[src/rtl/vec_mem_pkg.sv]
// Shared types and constants for the MEM-stage vector/scalar memory sequencer.
package vec_mem_pkg;
  localparam int LANES_DFLT  = 8;
  localparam int LANE_W_DFLT = 24;
  localparam int ADDR_W_DFLT = 21;
  localparam int VEC_W       = LANES_DFLT * LANE_W_DFLT;

  // mem_op bit positions from the EX/MEM mem field
  localparam int MEMOP_VLD = 0;
  localparam int MEMOP_VST = 1;
  localparam int MEMOP_SLD = 2;
  localparam int MEMOP_SST = 3;

  typedef enum logic [2:0] {IDLE, VLOAD, VSTORE, SCALAR, DONE} state_t;
endpackage

[src/rtl/vec_mem_seq_if.sv]
// Pipeline-side and memory-side signals of the MEM-stage sequencer.
interface vec_mem_seq_if #(
  parameter int LANES  = 8,
  parameter int LANE_W = 24,
  parameter int ADDR_W = 21
);
  logic [3:0]                   mem_op;
  logic [ADDR_W-1:0]            base_addr;
  logic [LANES-1:0][LANE_W-1:0] store_vec;
  logic [ADDR_W-1:0]            store_scl;
  logic [LANE_W-1:0]            mem_rdata;
  logic                         mem_ready;
  logic [ADDR_W-1:0]            mem_addr;
  logic [LANE_W-1:0]            mem_wdata;
  logic                         mem_re;
  logic                         mem_we;
  logic [LANES-1:0][LANE_W-1:0] load_vec;
  logic [ADDR_W-1:0]            load_scl;
  logic                         stall;
  logic                         done;

  modport master (
    output mem_op, base_addr, store_vec, store_scl, mem_rdata, mem_ready,
    input  mem_addr, mem_wdata, mem_re, mem_we, load_vec, load_scl, stall, done
  );
  modport slave (
    input  mem_op, base_addr, store_vec, store_scl, mem_rdata, mem_ready,
    output mem_addr, mem_wdata, mem_re, mem_we, load_vec, load_scl, stall, done
  );
endinterface

[src/rtl/vec_mem_seq.sv]
// MEM-stage sequencer: one memory beat per lane for vector ops, one beat for
// scalar ops; stalls the front of the pipe until the access completes.
module vec_mem_seq
  import vec_mem_pkg::*;
#(
  parameter int LANES  = LANES_DFLT,
  parameter int LANE_W = LANE_W_DFLT,
  parameter int ADDR_W = ADDR_W_DFLT
) (
  input  logic          clk,
  input  logic          rst,
  vec_mem_seq_if.slave  bus
);
  localparam int LW = $clog2(LANES);

  state_t                       state, state_n;
  logic [LW-1:0]                lane;
  logic                         is_load, is_vec;
  logic [ADDR_W-1:0]            base_q, scl_q;
  logic [LANES-1:0][LANE_W-1:0] vec_q, ld_vec_q;
  logic [ADDR_W-1:0]            ld_scl_q;
  logic                         busy_op;

  assign busy_op = (bus.mem_op != 4'b0);

  always_comb begin
    state_n       = state;
    bus.stall     = 1'b0;
    bus.done      = 1'b0;
    bus.mem_re    = 1'b0;
    bus.mem_we    = 1'b0;
    bus.mem_addr  = '0;
    bus.mem_wdata = '0;
    case (state)
      IDLE: begin
        // gated by rst so every output reads 0 while reset is held
        bus.stall = busy_op && rst;
        if (busy_op) begin
          if (bus.mem_op[MEMOP_VST])      state_n = VSTORE;
          else if (bus.mem_op[MEMOP_VLD]) state_n = VLOAD;
          else                            state_n = SCALAR;
        end
      end
      VLOAD, VSTORE: begin
        bus.stall     = 1'b1;
        bus.mem_re    = (state == VLOAD);
        bus.mem_we    = (state == VSTORE);
        bus.mem_addr  = base_q + ADDR_W'(lane);
        bus.mem_wdata = (state == VSTORE) ? vec_q[lane] : '0;
        if (bus.mem_ready && lane == LW'(LANES-1)) state_n = DONE;
      end
      SCALAR: begin
        bus.stall     = 1'b1;
        bus.mem_re    = is_load;
        bus.mem_we    = !is_load;
        bus.mem_addr  = base_q;
        bus.mem_wdata = is_load ? '0 : LANE_W'(scl_q);
        if (bus.mem_ready) state_n = DONE;
      end
      DONE: begin
        // mem_op here is the op just served; never re-issue it
        bus.done = 1'b1;
        state_n  = IDLE;
      end
      default: state_n = IDLE;
    endcase
  end

  always_ff @(negedge clk or negedge rst) begin
    if (!rst) begin
      state    <= IDLE;
      lane     <= '0;
      is_load  <= 1'b0;
      is_vec   <= 1'b0;
      base_q   <= '0;
      scl_q    <= '0;
      vec_q    <= '0;
      ld_vec_q <= '0;
      ld_scl_q <= '0;
    end else begin
      state <= state_n;
      case (state)
        IDLE: if (busy_op) begin
          base_q  <= bus.base_addr;
          vec_q   <= bus.store_vec;
          scl_q   <= bus.store_scl;
          lane    <= '0;
          is_vec  <= bus.mem_op[MEMOP_VST] | bus.mem_op[MEMOP_VLD];
          is_load <= !bus.mem_op[MEMOP_VST] &&
                     (bus.mem_op[MEMOP_VLD] || !bus.mem_op[MEMOP_SST]);
        end
        VLOAD, VSTORE: if (bus.mem_ready && is_vec) begin
          if (is_load) ld_vec_q[lane] <= bus.mem_rdata;
          lane <= lane + 1'b1;
        end
        SCALAR: if (bus.mem_ready && is_load) ld_scl_q <= bus.mem_rdata[ADDR_W-1:0];
        default: ;
      endcase
    end
  end

  assign bus.load_vec = ld_vec_q;
  assign bus.load_scl = ld_scl_q;
endmodule

[src/flat_wrapper.sv]
// flat-port wrapper written by rule: the top's interface ports become plain ports
module vec_mem_seq_flat import vec_mem_pkg::*;
#(
  parameter int LANES  = LANES_DFLT,
  parameter int LANE_W = LANE_W_DFLT,
  parameter int ADDR_W = ADDR_W_DFLT
)
  (clk, rst, bus_mem_op, bus_base_addr, bus_store_vec, bus_store_scl, bus_mem_rdata, bus_mem_ready, bus_mem_addr, bus_mem_wdata, bus_mem_re, bus_mem_we, bus_load_vec, bus_load_scl, bus_stall, bus_done);
  vec_mem_seq_if #(.LANES(LANES), .LANE_W(LANE_W), .ADDR_W(ADDR_W)) bus_i ();
  input  logic clk;
  input  logic rst;
  input wire logic [$bits(bus_i.mem_op)-1:0] bus_mem_op;
  input wire logic [$bits(bus_i.base_addr)-1:0] bus_base_addr;
  input wire logic [$bits(bus_i.store_vec)-1:0] bus_store_vec;
  input wire logic [$bits(bus_i.store_scl)-1:0] bus_store_scl;
  input wire logic [$bits(bus_i.mem_rdata)-1:0] bus_mem_rdata;
  input wire logic [$bits(bus_i.mem_ready)-1:0] bus_mem_ready;
  output wire logic [$bits(bus_i.mem_addr)-1:0] bus_mem_addr;
  output wire logic [$bits(bus_i.mem_wdata)-1:0] bus_mem_wdata;
  output wire logic [$bits(bus_i.mem_re)-1:0] bus_mem_re;
  output wire logic [$bits(bus_i.mem_we)-1:0] bus_mem_we;
  output wire logic [$bits(bus_i.load_vec)-1:0] bus_load_vec;
  output wire logic [$bits(bus_i.load_scl)-1:0] bus_load_scl;
  output wire logic [$bits(bus_i.stall)-1:0] bus_stall;
  output wire logic [$bits(bus_i.done)-1:0] bus_done;
  assign bus_i.mem_op = bus_mem_op;
  assign bus_i.base_addr = bus_base_addr;
  assign bus_i.store_vec = bus_store_vec;
  assign bus_i.store_scl = bus_store_scl;
  assign bus_i.mem_rdata = bus_mem_rdata;
  assign bus_i.mem_ready = bus_mem_ready;
  assign bus_mem_addr = bus_i.mem_addr;
  assign bus_mem_wdata = bus_i.mem_wdata;
  assign bus_mem_re = bus_i.mem_re;
  assign bus_mem_we = bus_i.mem_we;
  assign bus_load_vec = bus_i.load_vec;
  assign bus_load_scl = bus_i.load_scl;
  assign bus_stall = bus_i.stall;
  assign bus_done = bus_i.done;
  vec_mem_seq #(.LANES(LANES), .LANE_W(LANE_W), .ADDR_W(ADDR_W)) u_core (.clk(clk), .rst(rst), .bus(bus_i));
endmodule
[config.mk]
export PLATFORM = sky130hd
export DESIGN_NAME = vec_mem_seq_flat
export DESIGN_NICKNAME = d
export VERILOG_FILES = /design/src/rtl/vec_mem_pkg.sv /design/src/rtl/vec_mem_seq_if.sv /design/src/rtl/vec_mem_seq.sv /design/src/flat_wrapper.sv
export SDC_FILE = /design/constraint.sdc
export NUM_CORES = 1
export LEC_CHECK = 0
export ABC_AREA = 1
export BUFFER_PORTS_ARGS = -buffer_cell sky130_fd_sc_hd__buf_2
export CORE_MARGIN = 3
export CORE_UTILIZATION = 35
export DETAILED_ROUTE_END_ITERATION = 6
export PLACE_DENSITY_LB_ADDON = 0.15
export SETUP_SLACK_MARGIN = 0.02
export SLEW_MARGIN = 30
export SYNTH_ARGS = -nofsm -noshare
export SYNTH_HDL_FRONTEND = slang
export SYNTH_SLANG_ARGS = --single-unit
export TNS_END_PERCENT = 10
[constraint.sdc]
create_clock -name clk -period 2.2 [get_ports clk]
set_input_delay 0.11 -clock clk [delete_from_list [all_inputs] [get_ports clk]]
set_output_delay 0.11 -clock clk [all_outputs]
set_load 0.03 [all_outputs]
# Yosys cells after proc, flatten, opt, wreduce, memory -nomap -nowiden

Cells that the tools add are included.

Bits in registers: 455
Input bits: 265
Output and inout bits: 262

Add/sub/neg operators: 2
Order comparisons: 2
Equality and inequality tests: 9
Mux-type cells: 22
Bitwise operators: 1
Reduce and logical (&&, ||, !) cells: 20

Operator list:

| cell                | number |
|---|---|
| $bwmux 192          | 1 |
| $bmux 24 s3         | 1 |
| $demux 24 s3        | 1 |
| $mux 24             | 3 |
| $pmux 24 s2         | 1 |
| $pmux 21 s2         | 1 |
| $add 21x3->21       | 1 |
| $mux 21             | 1 |
| $mux 3              | 6 |
| $pmux 3 s3          | 1 |
| $reduce_and 3->1    | 3 |
| $eq 3x2->1 const B  | 2 |
| $eq 3x3->1 const B  | 2 |
| $logic_and 1x1->1   | 6 |
| $ne 2x1->1 const B  | 3 |
| $pmux 1 s2          | 3 |
| $pmux 3 s2          | 1 |
| $lt 3x4->1 const B  | 1 |
| $reduce_and 2->1    | 2 |
| $reduce_bool 4->1   | 1 |
| $add 3x1->3 const B | 1 |
| $eq 3x1->1 const B  | 1 |
| $ge 3x1->1 const B  | 1 |
| $logic_not 1->1     | 3 |
| 9 further kinds     | 9 |

# Logic depth before layout (Yosys ltp)

Gate-level depths: netlist of run 1.

Depth after elaboration: 5
Depth in mapped cells: 13
Gate-level depth less buffers: 12

==> results of run 1 <==
[per-stage QoR]
stage	instances	worst slack (ns)	setup TNS [ns]	total power [mW]	area (µm²)
final	3885	-1.47	-102.24	42.3	28400
after global routing	3883	-1.62	-115.66	44.9	28400
after CTS	3876	-1.50	-112.00	41.7	27600
after detailed placement	3775	-1.05	-145.89	31.4	25100
after global placement	3775	-1.07	-137.14	31.2	25100
after floorplan	2415	-0.856	-24.42	23.9	20100
[layout by cell type, fill, tap and decap left out, types with 7 or more instances in the layout]
cell type	count
nand2_1	1189
dfrtn_1	455
buf_2	371
o21ai_0	203
buf_4	185
buf_6	153
inv_1	58
o21ai_1	53
clkbuf_16	52
nand3_1	46
nand2_2	46
buf_12	43
a21oi_1	42
a21oi_2	42
nor2_1	30
o21ai_2	28
nand2_4	15
nand3_2	14
clkbuf_8	11
clkbuf_1	10
clkinv_2	10
o21ai_4	9
inv_2	7
[worst max path at each step]
stage | to | cells past startpoint | slack, ns
CTS | bus_mem_addr[18] | 13 | -1.50
global placement | bus_mem_wdata[3] | 10 | -1.07
detailed placement | bus_mem_wdata[3] | 10 | -1.05
floorplan | bus_mem_addr[16] | 13 | -0.86
global route | bus_mem_addr[18] | 13 | -1.62
finish | bus_mem_addr[18] | 13 | -1.47
[worst register-to-register path, stage by stage, from the launching register on]
cell and delay, ns:
dfrtn_1 0.37, inv_1 0.11, nand3_2 0.22, nand2_8 0.24, buf_4 0.16, nand2_4 0.07
nor2_8 0.19, nand2_2 0.16, buf_12 0.20, nand2_1 0.07, o21ai_0 0.08
[layout make-up]
| type | count | area [µm²] |
|---|---|---|
| well taps | 748 | 936 |
| clock buffers | 73 | 1490 |
| repair buffers | 760 | 5950 |
| flip-flops and latches | 455 | 11400 |
| fillers | 5264 | 27000 |
| multi-input cells | 1752 | 8050 |
| diodes | 5 | 12.5 |
| clock inverters | 20 | 250 |
| inverters | 72 | 300 |
[sequential cells by signal, summed over array words and instances, names as in the netlist]
signal,flops
u_core.bus.load_vec,192
u_core.vec_q,192
u_core.base_q,21
u_core.bus.load_scl,21
u_core.scl_q,21
u_core.lane,3
u_core.state,3
u_core.is_load,1
u_core.is_vec,1
[timing repair]
item,in CTS,in global routing
buffers inserted,6,6
gates cloned,2,0
pin swaps,16,13
endpoints found under the setup margin,262,300
resized for setup,223,306
[routing by layer]
metal	track usage	vias up
met1	0.322	8994
met2	0.413	669
met4	0.0811	12
li1	-	8982
met3	0.0522	132
met5	0	-
[cell families after synthesis]
logic type | share of synthesized area
compound gates | 0.101
xor+xnor | 0.000444
fa+ha+maj | 0.00418
buf+inv | 0.0516
flops | 0.577
simple gates | 0.266
[report_power, final]
part           total, mW  switching (mW)  internal, mW
sequential          13.9            2.16          11.7
clock               8.85            3.56          5.29
combinational       19.6            12.1          7.46
total               42.3            17.9          24.4
==> results.md, run 1 <==
* Status: finished, violations left
* Failing checks: negative setup slack
* Primary FF master, synth: dfrtn_1
* Core Util, Final at 0.512
* CTS Root Cell: clkbuf_16
* Hold Crit Class: in2async
* Synth area leader: dfrtn_1
* Port Buffers at 526
* Most frequent cell after synthesis: nand2_1
* Synth async-reset ratio at 1.00
* Ratio of cells with drive above 1 in the final layout at 0.329
* Worst Tran Pin Value at 0.446 ns
* Register area share after synthesis at 0.577
* Final WS setup at -1.47 ns
* Via-to-Cell Ratio at 4.84
* Metal-1 WL at 31,300 µm
* Crit path cell chain: ha_4 -> inv_2 -> fa_2 -> inv_2 -> nand3_2 -> nand2_4 -> buf_6 -> nand3_4 -> nor2_2 -> nand2_1 -> nand3_1 -> nand2_2 -> buf_6
* Synth warnings at 0
* Max_cap viols at 0
* Detailed placement HPWL at 56,000 µm
* CP top delay family: simple AND/OR/NAND/NOR gates
* Number of top-level pins at 527
* Cell Rows at 86
* Post-route DRC at 0
* Top cells by count, synth: nand2_1, dfrtn_1, o21ai_0
* Largest net degree at the start of global routing at 67
* LEAKAGE at 14.9 nW
* Clk sinks at 455
* Flops & latches, synth at 455
* Total gr overflow at 0
* R2R Path Start: u_core.state[0]
* Syn_nets at 2,686
* 1st-pass router iterations at 6
* Worst setup EP type: primary output
* DIE WIDTH at 244 µm
* Hold-fix buffers at CTS at 0
* H-Tree Depth at 2
* Via count at 18,789
* Synth Instances at 2,415
* Power density cells at 1490 mW/mm²
* Antenna violations before repair at 14
* Cell area after synthesis at 0.0197 mm²
* Met3 Wirelength at 5180 µm
* Critical path startpoint category: flip-flop
* Synth top area share at 0.577
* Critical path startpoint: u_core.lane[0]
* Reg clk slew, reported paths at 0.04 ns
* Starting Density at 0.356
* Crit path max fanout at 4
* Worst path slowest cell: dfrtn_1
* Deepest clock path buffer count at 3
* Flop2flop setup slack at 0.14 ns
* Chip height at 244 µm
* First-pass GRT wire length at 113,000 µm
* CTS Buf Count at 51
* Final Max Slew Viols at 0
* Post-synth EDFFs at 0
* Critical Path RT at 2.09 ns
* Final net count at 3,363
* Vias in the first global route at 18,884
* Area Overhead vs Synth at 43.8%
* Post-Route WL at 74,900 µm
* Worst-Skew Late Latency at 0.58 ns
* Clock skew at 0.00974 ns
* Area contributors post-synth: dfrtn_1, nand2_1, o21ai_0
* Die area at 0.0593 mm²
* Final count of negative-setup-slack endpoints at 262
* Critical path buffers and inverters at 4
* CTS tree: done
* Core Region at 0.0554 mm²
* Antenna-violating nets left at 0
* WL/cell at 19.3 µm
* GRT Overall Usage at 0.247
* Reg2reg path depth at 10
* Final RePlAce weighted congestion at 0.862
* Reg-to-Reg End: u_core.bus.load_vec[126]
* Avg Inst Size Synth at 8.18 µm²
* Max_slew headroom at 0.702
* Crit path arrival time at 3.56 ns
* Top Metal Used: met5
* Synth cell types at 33
* CP peak stage delay at 0.47 ns
* Final Hold Fails at 0
* WHS at 0.366 ns
* VDD IR max at 0.940 mV
* First DRT Iteration DRCs at 1,388
* RSZ-0062 raised after global routing: true
* Met2 wire len at 35,900 µm
* Kind of critical path: reg2out
Power figures use the tool's default switching activity.
==> run 2: changes to the inputs <==
Settings changed: CORE_ASPECT_RATIO set to 0.8.
==> run 2 against run 1 <==
  * Non-clock buffer count rose by 20
  * Final cell count is 0.39% higher
  * Global-route usage up 1.1 points
  * Routed wire length up 5.0%
  * Final area grew 4.5%
  * The run still ends with negative setup slack left
  * Total power grew 4.5%
  * Worst setup slack got worse by 0.0028 ns
==> results.md, run 2 (synthesis results as in run 1) <==
* Critical Path RT at 2.09 ns
* Most frequent cells in the layout: nand2_1, dfrtn_1, buf_6
* Final count of negative-setup-slack endpoints at 262
* Clk sinks at 455
* Placed cells at 3,779
* CTS Buf Count at 49
* DIE WIDTH at 272 µm
* Worst Tran Pin Value at 0.492 ns
* Flop2flop setup slack at 0.07 ns
* Area Overhead vs Synth at 50.2%
* Layout filler cell count at 5,163
* R2R Path Start: u_core.state[1]
* Crit path arrival time at 3.56 ns
* Hold Crit Class: in2async
* Port Buffers at 526
* Core Region at 0.0555 mm²
* Largest net degree at the start of global routing at 79
* Clock skew at 0.0107 ns
* Final Hold Fails at 0
* First DRT Iteration DRCs at 1,730
* Kind of critical path: reg2out
* Most common cell after layout, fill and taps aside: nand2_1
* Reg clk slew, reported paths at 0.04 ns
* Chip height at 218 µm
* CTS Root Cell: clkbuf_16
* Antenna-violating nets left at 0
* Starting Density at 0.356
* Crit path max fanout at 6
* Worst setup EP type: primary output
* Detailed placement HPWL at 57,100 µm
* Final RePlAce weighted congestion at 0.940
* Hold-fix buffers at CTS at 0
* WHS at 0.377 ns
* Finished Layout Cells at 3,900
* Ratio of cells with drive above 1 in the final layout at 0.352
* Post-route DRC at 0
* Reg2reg path depth at 9
* Critical path startpoint category: flip-flop
* Die area at 0.0593 mm²
* Antenna violations before repair at 2
* Max_cap viols at 0
* Final WS setup at -1.47 ns
* LEAKAGE at 15.3 nW
* Status: finished, violations left
* GRT Overall Usage at 0.258
* Core Util, Final at 0.534
* Final Max Slew Viols at 0
* VDD IR max at 1.12 mV
* Cell Rows at 77
* Vias in the first global route at 19,072
* First-pass GRT wire length at 117,000 µm
* H-Tree Depth at 2
* Reg-to-Reg End: u_core.bus.load_vec[147]
* Via count at 19,221
* Deepest clock path buffer count at 3
* Failing checks: negative setup slack
* RSZ-0062 raised after global routing: true
* N_diodes at 0
* Max_slew headroom at 0.672
* WL/cell at 20.2 µm
* CTS tree: done
* Critical path startpoint: u_core.lane[0]
* Final net count at 3,383
* Number of top-level pins at 527
* CP endpoint: bus_mem_wdata[22]
* Worst-Skew Late Latency at 0.58 ns
* Total gr overflow at 0
* Post-Route WL at 78,600 µm
* Via-to-Cell Ratio at 4.93
* Power density cells at 1490 mW/mm²
* 1st-pass router iterations at 6
==> run 2: cell count changes in the layout (fill, tap and decap cells not counted), moves of 5 or more <==
cell,previous run,this run
buf_2,371,270
buf_6,153,271
nand2_1,1189,1152
nand3_1,46,39
diode_2,5,0
nor2_1,30,25
a21oi_1,42,34
nand3_2,14,20
buf_12,43,48
buf_4,185,176
buf_16,0,7
nand2_2,46,80
==> run 2: routing by layer <==
layer / vias to the layer above / track usage / part of all wire
li1: 9027 / - / -
met1: 9271 / 0.370 / 0.45
met2: 782 / 0.379 / 0.43
met3: 137 / 0.0727 / 0.087
met4: 4 / 0.0774 / 0.029
met5: - / 0 / 0.00033
==> run 2: worst min-delay path by stage <==
stage	startpoint	end	slack [ns]	depth (start not counted)
after detailed placement	u_core.bus.load_vec[74]	u_core.bus.load_vec[74]	0.42	2
final	rst	u_core.bus.load_vec[168]	0.38	1
after global routing	rst	u_core.bus.load_vec[168]	0.38	1
after floorplan	u_core.vec_q[141]	u_core.vec_q[141]	0.41	2
after CTS	rst	u_core.bus.load_vec[50]	0.36	1
after global placement	u_core.bus.load_vec[57]	u_core.bus.load_vec[57]	0.42	2
==> run 2: cell type report <==
| class | instances | area [µm²] | area share |
|---|---|---|---|
| Clock buffer | 68 | 1390 | 0.0468 |
| Timing Repair inverter | 2 | 13.8 | 0.000464 |
| Tap cell | 750 | 938 | 0.0316 |
| Inverter | 72 | 295 | 0.00996 |
| Multi-Input combinational cell | 1752 | 8290 | 0.279 |
| Sequential cell | 455 | 11400 | 0.384 |
| Timing Repair Buffer | 780 | 7030 | 0.237 |
| Clock inverter | 21 | 319 | 0.0108 |
==> run 2: repair_timing <==
| item | in CTS | in global routing |
|---|---|---|
| pin swaps | 53 | 57 |
| endpoints found under the setup margin | 262 | 406 |
| gates resized for setup | 484 | 346 |
| buffers inserted | 11 | 12 |
| cloned | 8 | 3 |
| hold endpoints to repair | 0 | 0 |
==> run 2: report_power, final <==
group          switching (mW)  total, mW  internal, mW
clock                    3.54       8.79          5.25
combinational            12.8       21.4          8.60
sequential               2.30       14.0          11.7
==> run 2: stage by stage <==
stage	setup slack, ns	setup TNS, ns	power, mW	instance area [µm²]
global route	-1.56	-112.40	46.8	29700
detailed placement	-1.15	-149.63	31.6	25200
floorplan	-0.856	-24.42	23.9	20100
finish	-1.47	-96.85	44.2	29700
CTS	-1.46	-106.68	43.1	28700
global placement	-1.11	-149.52	31.4	25200
==> run 2: critical path: stages (launching register included) <==
cell	delay (ns)
dfrtn_1	0.45
buf_6	0.20
buf_6	0.17
clkbuf_16	0.15
buf_4	0.11
nand2_1	0.04
a21oi_1	0.13
o21ai_1	0.10
a21oi_2	0.33
buf_6	0.19
